<file path="config.mk">
export PLATFORM = sky130hd
export DESIGN_NAME = ahb_cmd_queue
export DESIGN_NICKNAME = d
export VERILOG_FILES = /design/src/rtl/ahb_cmd_queue.sv
export SDC_FILE = /design/constraint.sdc
export NUM_CORES = 1
export LEC_CHECK = 0
export BUFFER_PORTS_ARGS = -buffer_cell sky130_fd_sc_hd__buf_4
export CAP_MARGIN = 20
export CORE_UTILIZATION = 50
export DETAILED_ROUTE_END_ITERATION = 10
export GPL_TIMING_DRIVEN = 0
export PLACE_DENSITY_LB_ADDON = 0.2
export SLEW_MARGIN = 20
export SYNTH_ARGS = -nofsm -noshare
export SYNTH_HDL_FRONTEND = slang
export SYNTH_SLANG_ARGS = --single-unit
</file>
<file path="constraint.sdc">
create_clock -name HCLK -period 2.15 [get_ports HCLK]
set_input_delay 0.43 -clock HCLK [delete_from_list [all_inputs] [get_ports HCLK]]
set_output_delay 0.43 -clock HCLK [all_outputs]
set_load 0.1 [all_outputs]
</file>
<file path="src/rtl/ahb_cmd_queue.sv">
// Command queue feeding the AHB master: FIFO of {write, addr, data} requests,
// one-at-a-time issue with READY handshake and a per-transfer watchdog.
module ahb_cmd_queue #(
   parameter int DEPTH   = 4,
   parameter int ADDR_W  = 4,
   parameter int DATA_W  = 32,
   parameter int TIMEOUT = 16
) (
   input  logic                     HCLK,
   input  logic                     HRESETn,
   input  logic                     req_valid,
   output logic                     req_ready,
   input  logic                     req_write,
   input  logic [ADDR_W-1:0]        req_addr,
   input  logic [DATA_W-1:0]        req_data,
   output logic                     VALID,
   output logic                     WRITE,
   output logic [ADDR_W-1:0]        ADDR,
   output logic [DATA_W-1:0]        DATA,
   input  logic                     READY,
   output logic [$clog2(DEPTH):0]   level,
   output logic                     done_pulse,
   output logic                     timeout_err,
   input  logic                     err_clr
);

   localparam int PTR_W   = $clog2(DEPTH);
   localparam int LVL_W   = PTR_W + 1;
   localparam int WD_W    = $clog2(TIMEOUT);
   localparam int ENTRY_W = 1 + ADDR_W + DATA_W;
   localparam logic [LVL_W-1:0] LVL_FULL = LVL_W'(DEPTH);
   localparam logic [WD_W-1:0]  WD_LAST  = WD_W'(TIMEOUT - 1);

   typedef enum logic {
      ST_IDLE,
      ST_BUSY
   } state_t;

   logic [ENTRY_W-1:0] mem [DEPTH];

   logic [PTR_W-1:0]  wr_ptr_reg, rd_ptr_reg;
   logic [LVL_W-1:0]  level_reg, level_next;
   logic              full_reg;
   logic              empty;
   logic              push, pop, drop, done;
   state_t            state_reg, state_next;
   logic [WD_W-1:0]   wdog_reg, wdog_next;
   logic              write_reg;
   logic [ADDR_W-1:0] addr_reg;
   logic [DATA_W-1:0] data_reg;
   logic              err_reg;

   assign empty     = (level_reg == '0);
   assign req_ready = !full_reg;
   assign push      = req_valid && !full_reg;

   // Storage array: no reset so it maps onto block RAM.
   always_ff @(posedge HCLK) begin
      if (push) begin
         mem[wr_ptr_reg] <= {req_write, req_addr, req_data};
      end
   end

   always_comb begin
      level_next = level_reg;
      case ({push, pop})
         2'b10:   level_next = level_reg + 1'b1;
         2'b01:   level_next = level_reg - 1'b1;
         default: level_next = level_reg;
      endcase
   end

   always_ff @(posedge HCLK or negedge HRESETn) begin
      if (!HRESETn) begin
         wr_ptr_reg <= '0;
         rd_ptr_reg <= '0;
         level_reg  <= '0;
         full_reg   <= 1'b0;
      end else begin
         if (push) wr_ptr_reg <= wr_ptr_reg + 1'b1;
         if (pop)  rd_ptr_reg <= rd_ptr_reg + 1'b1;
         level_reg <= level_next;
         full_reg  <= (level_next == LVL_FULL);
      end
   end

   // Issue FSM: IDLE loads the head, BUSY waits for READY or watchdog expiry.
   always_comb begin
      state_next = state_reg;
      wdog_next  = wdog_reg;
      pop        = 1'b0;
      done       = 1'b0;
      drop       = 1'b0;
      case (state_reg)
         ST_IDLE: begin
            if (!empty) begin
               pop        = 1'b1;
               wdog_next  = '0;
               state_next = ST_BUSY;
            end
         end
         ST_BUSY: begin
            if (READY) begin
               done       = 1'b1;
               state_next = ST_IDLE;
            end else if (wdog_reg == WD_LAST) begin
               drop       = 1'b1;
               state_next = ST_IDLE;
            end else begin
               wdog_next = wdog_reg + 1'b1;
            end
         end
         default: state_next = ST_IDLE;
      endcase
   end

   always_ff @(posedge HCLK or negedge HRESETn) begin
      if (!HRESETn) begin
         state_reg <= ST_IDLE;
         wdog_reg  <= '0;
      end else begin
         state_reg <= state_next;
         wdog_reg  <= wdog_next;
      end
   end

   // Command registers double as the array's registered read port.
   always_ff @(posedge HCLK or negedge HRESETn) begin
      if (!HRESETn) begin
         write_reg <= 1'b0;
         addr_reg  <= '0;
         data_reg  <= '0;
      end else if (pop) begin
         {write_reg, addr_reg, data_reg} <= mem[rd_ptr_reg];
      end
   end

   // A drop in the same cycle as err_clr leaves the flag set.
   always_ff @(posedge HCLK or negedge HRESETn) begin
      if (!HRESETn) begin
         err_reg <= 1'b0;
      end else if (drop) begin
         err_reg <= 1'b1;
      end else if (err_clr) begin
         err_reg <= 1'b0;
      end
   end

   assign VALID       = (state_reg == ST_BUSY);
   assign WRITE       = write_reg;
   assign ADDR        = addr_reg;
   assign DATA        = data_reg;
   assign level       = level_reg;
   assign done_pulse  = done;
   assign timeout_err = err_reg;

endmodule

</file>
# Yosys cells after proc, flatten, opt, wreduce, memory -nomap -nowiden
# Memory sizes are Yosys's and may differ from the RTL's. A register that Yosys moved wholly into a read port is not among the register bits.
# Cells that the tools add are included.
dict set report op_classes {
  addsub 5
  multipliers 0
  div 0
  magnitude_cmp 0
  eq_ne 7
  shift 0
  mux 19
  n_bitwise 1
  n_reduce_logical 6
}
# cell count
set op_table {}
lappend op_table {{$mux 1} 13}
lappend op_table {{$mux 4} 3}
lappend op_table {{$pmux 4 s2} 1}
lappend op_table {{$ne 2x2->1 const B} 3}
lappend op_table {{$pmux 3 s2} 1}
lappend op_table {{$add 2x1->2 const B} 2}
lappend op_table {{$add 4x1->4 const B} 1}
lappend op_table {{$eq 4x4->1 const B} 1}
lappend op_table {{$add 3x1->3 const B} 1}
lappend op_table {{$eq 3x3->1 const B} 1}
lappend op_table {{$logic_not 3->1} 1}
lappend op_table {{$reduce_and 3->1} 1}
lappend op_table {{$sub 3x1->3 const B} 1}
lappend op_table {{$eq 2x1->1 const B} 1}
lappend op_table {{$eq 2x2->1 const B} 1}
lappend op_table {{$logic_not 1->1} 2}
lappend op_table {{$pmux 1 s2} 1}
lappend op_table {{$reduce_bool 2->1} 1}
lappend op_table {{$logic_and 1x1->1} 1}
lappend op_table {{$not 1->1} 1}
dict set report word_totals {
  register_bits 14
  latchBits 0
  ram_bits 148
  romBits 0
  inputBits 42
  out_inout_bits 44
  wordCells 46
  memories 1
}
# memory words width rd rd_ports_with_merged_regs write_ports line_no
set memory_table {}
lappend memory_table {mem 4 37 1 1 1 39} ;# logic [ENTRY_W-1:0] mem [DEPTH];

# Longest topological paths before layout
dict set report logic_depth {
  ltp_word 6
  mapped_depth 10
  mapped_depth_nobuf 8
}

# Worst setup path before layout
# OpenSTA, ideal clock, no wires.
dict set report synth_path {
  path_type {flip-flop to flip-flop}
  from {reg level_reg[0], in the netlist level[0]}
  to {reg full_reg}
  setup_ns 0.094
  arrival_time_ns 2.957
  required_ns 2.056
  path_slack_ns -0.901
  path_stages_with_launch 11
  path_buffers 2
  synth_period_minus_slack_ns 3.051
  cell_sequence {dfrtp_1 nor3_2 nor2_1 buf_4 buf_2 ha_1 inv_1 fa_1 xor2_1 or3_1 a211oi_1}
}
dict set report synth_between {
  elab_chain_len 6
  elab_cells_between_ends 9
  classes_between {add/sub (2); eq/ne (3); mux (3); reduce/logical (1)}
}
# item line_no
set synth_lines {}
lappend synth_lines {{from (decl)} 42} ;# logic [LVL_W-1:0] level_reg, level_next;
lappend synth_lines {{from (signal assigned)} 82} ;# level_reg <= level_next;
lappend synth_lines {{$logic_not 3->1} 53} ;# assign empty = (level_reg == '0);
lappend synth_lines {{$mux 1} 96} ;# if (!empty) begin
lappend synth_lines {{$mux 1} 94} ;# case (state_reg)
lappend synth_lines {{$eq 2x1->1 or $eq 2x2->1 (tied branches)} 66} ;# case ({push, pop})
lappend synth_lines {{$pmux 3 s2 (*)} 66}
lappend synth_lines {{$eq 3x3->1 (*)} 83} ;# full_reg <= (level_next == LVL_FULL);
lappend synth_lines {{to (signal assigned)} 83}
lappend synth_lines {{to (decl)} 43} ;# logic full_reg;
# Mark *: on every way between the ends. The rest lies on a longest branch, timed or not.
# A chain may end at the register's enable or synchronous reset.

# Worst setup path after layout
dict set report layout_path {
  from {reg state_reg, in the netlist VALID}
  to {out done_pulse}
}
dict set report layout_between {
  elab_chain_len 1
}
# item line_no
set layout_lines {}
lappend layout_lines {{from (decl)} 46} ;# state_t state_reg, state_next;
lappend layout_lines {{from (signal assigned)} 122} ;# state_reg <= state_next;
lappend layout_lines {{$mux 1} 94}
lappend layout_lines {{to (decl)} 22} ;# output logic done_pulse,
# No other way between the ends.

==> reports/metrics.json <==
{
  "critical_path": {
    "crit_path_max_incr_delay_ps": 390,
    "worst_r2r_path_depth": 9,
    "critPathCapture": "done_pulse",
    "reg_to_reg_end": "full_reg$_DFF_PN0_",
    "critical-path-slowest-cell": "sky130_fd_sc_hd__dfrtp_2",
    "critical_path.startpoint": "VALID$_DFF_PN0_",
    "timing.critical_path.fanout_max": 10,
    "required_ps": 1720,
    "worst-setup-path-type": "register to output pin",
    "critical_path.startpoint_type": "register",
    "r2r_setup_slack_ps": 100,
    "crit_path_cell_trace": "clkbuf_1, and2_2, buf_4",
    "rr_startpoint": "level[2]$_DFF_PN0_",
    "timing.critical_path.to_type": "output pin",
    "arrival_ps": 1630
  },
  "logic_synthesis": {
    "synth_cell_type_count": 33,
    "synth_common_cells": "sky130_fd_sc_hd__edfxtp_1, sky130_fd_sc_hd__dfrtp_1, sky130_fd_sc_hd__mux2_2, sky130_fd_sc_hd__mux4_2, sky130_fd_sc_hd__inv_1",
    "post_synth_fa_ha_maj_area_fraction_pct": 1.27,
    "synthesis.area_mm2": 0.00746,
    "async_flop_share_pct": 25.6,
    "yosys_most_used_dff": "sky130_fd_sc_hd__edfxtp_1",
    "synth_simple_gate_area_share_pct": 1.91,
    "total_of_warnings_raised_by_yosys": 0,
    "syn-num-nets": 395,
    "post-synth-top-area-cell": "sky130_fd_sc_hd__edfxtp_1",
    "synth-seq-cells": 199,
    "post_synth.cell_area_avg_um2": 21.6,
    "most_frequently_used_cell_type_in_the_post_synthesis_netlist": "sky130_fd_sc_hd__edfxtp_1",
    "main_combinational_cell_family_by_area_after_synthesis": "multiplexers",
    "yosys-top-cells-area": "sky130_fd_sc_hd__edfxtp_1, sky130_fd_sc_hd__dfrtp_1, sky130_fd_sc_hd__mux4_2",
    "synth-edff-count": 148,
    "synth.top_cell.area_share_pct": 59.6,
    "synth_compound_gate_area_share_pct": 1.02,
    "synth_seq_area_share_pct": 76.7,
    "synthXorXnorAreaFrac_pct": 0.587,
    "muxShareOfSynthArea_pct": 16.9,
    "gate_count_after_technology_mapping": 346
  },
  "sta": {
    "final_worst_path_cycle_share_pct": 95.8,
    "finalMaxSlewViolations": 0,
    "fmax_mhz": 486,
    "worst-slew-pin-transition_ps": 762,
    "slew_headroom_pct": 49.2,
    "unrepaired_setup_endpoints_after_global_routing": "yes",
    "setup_slack_ps": 90.6,
    "post-route-min-period_ps": 2060,
    "finalSetupViolCount": 0,
    "hold_violations": 0,
    "final_clock_skew_ps": 6.63
  },
  "global_route": {
    "antenna_violations_before_repair": 0,
    "overflow": 0,
    "grt_pass1_vias": 3737,
    "grt_pass1_wl_mm": 20.0,
    "grt.total_usage_pct": 18.6,
    "grt_start_max_net_pins": 52
  },
  "die": {
    "floorplan.die.height_um": 124,
    "initial_utilization_pct": 51.3,
    "design.core.area_mm2": 0.0145,
    "rows": 44,
    "design.die.area_mm2": 0.0154,
    "num_io_pins": 86,
    "die_w_um": 124
  },
  "placed_design": {
    "numPortBuffers": 85,
    "gp_routability_congestion": 0.760,
    "dp_worst_setup_slack_ps": -468,
    "hpwlAfterDp_mm": 8.28
  },
  "clock_tree": {
    "clock_tree.htree_level_count": 4,
    "clock_pin_slew_on_the_worst_setup_and_hold_paths_ps": 70,
    "cts_tree": "built",
    "insertion_delay_ps": 420,
    "tritoncts.num_buffers": 17,
    "clock-root-buffer": "sky130_fd_sc_hd__clkbuf_16",
    "maximum_buffer_depth_of_the_clock_tree": 2,
    "clock_sink_count": 199
  },
  "drt": {
    "route.detailed.drc": 0,
    "drt-wirelength-per-cell_um": 20.1,
    "vias": 3549,
    "ant_nets": 0,
    "dr_vias_cell": 5.41,
    "drt_first_pass_iters": 4,
    "route.final.wire_length_mm": 13.2,
    "drt-initial-drc-count": 175
  },
  "finish": {
    "filler_cell_count": 1034,
    "antenna-diode-count": 0,
    "synthToLayoutAreaGrowth_pct": 22.3,
    "postLayoutCoreUtil_pct": 62.8,
    "largest_register_by_flop_count": "mem",
    "drive_gt1_share_pct": 47.2,
    "largest_register_ffs": 148,
    "final_nets": 508
  },
  "status": {
    "outcome": "finished clean"
  },
  "min_path": {
    "hold_path_class": "input pin to asynchronous set/reset pin"
  },
  "run": {
    "timing.max_cap.violations": 0
  }
}
per-stage QoR:
step / TNS (ps) / std cells / instance area (µm²) / hold WS [ps]
global route: -15.3 / 656 / 9120 / 118
finish: 0 / 656 / 9120 / 80.6
CTS: 0 / 655 / 9100 / 101
detailed placement: -944 / 619 / 8490 / 501
global placement: -129860 / 615 / 8370 / 492
floorplan: -463 / 346 / 7510 / 134
repair_timing:
action                                 CTS  global route
hold buffers                             0             0
buffers inserted                         5             1
gates cloned                             0             0
pin swaps                                2             0
resized for setup                        4             5
setup endpoints to repair                3             2
endpoints found under the hold margin    0             0
cell type report:
| type | instances | area [µm²] | area share, % |
|---|---|---|---|
| sequential | 199 | 5730 | 62.9 |
| multi-input combinational | 122 | 1660 | 18.2 |
| timing repair buffer | 95 | 793 | 8.70 |
| clock buffer | 24 | 472 | 5.17 |
| tap | 184 | 230 | 2.52 |
| clock inverter | 8 | 98.8 | 1.08 |
| buffer | 13 | 90.1 | 0.988 |
| inverter | 11 | 41.3 | 0.453 |
cells by family (layout without fill, tap and decap cells):
group,Yosys count,after routing
muxes,75,75
AOI/OAI and AO/OA,11,11
adders and majority gates,7,7
buffers and inverters,25,151
DFF,199,199
xor gates and xnor gates,5,5
and+or+nand+nor,24,24
critical path, delay by kind of cell (launching register included):
family	cells	cell delay, ps
AND/OR/NAND/NOR	1	210
flip-flops	1	390
buffers and inverters	2	600
placed cells by master, fill, tap and decap left out, drive strengths merged, types with 2 or more instances in the layout:
master    instances
edfxtp          148
buf             105
dfrtp            51
mux4             37
mux2             37
clkbuf           27
inv              11
ha                6
and2              5
nand3             4
clkinv            4
xnor2             3
o21ai             3
or3               3
nor2b             2
xor2              2
nand2             2
nand3b            2
o221ai            2
o211ai            2
bufinv            2
clkinvlp          2
nor3              2
how the worst min path moves through the flow:
stage,to,slack (ps),cells past startpoint
2_1_floorplan,ADDR[0]$_DFFE_PN0N_,130,0
3_3_place_gp,DATA[14]$_DFFE_PN0N_,490,1
3_5_place_dp,ADDR[3]$_DFFE_PN0N_,500,1
4_1_cts,DATA[2]$_DFFE_PN0N_,100,1
5_1_grt,ADDR[3]$_DFFE_PN0N_,120,1
6_report,ADDR[3]$_DFFE_PN0N_,80,1
routing by layer:
| layer | routed length, µm | GRT usage (%) | share of wire, % | vias up |
|---|---|---|---|---|
| met5 | 0 | 0 | 0 | - |
| met4 | 225 | 7.29 | 1.7 | 0 |
| met3 | 641 | 5.63 | 4.9 | 18 |
| met2 | 6640 | 30.5 | 50 | 86 |
| met1 | 5650 | 23.4 | 43 | 1848 |
| li1 | - | - | - | 1597 |
Power is left out: the tool's default activity adds up to more than one toggle a clock period on the data nets, which glitch-free logic cannot reach.
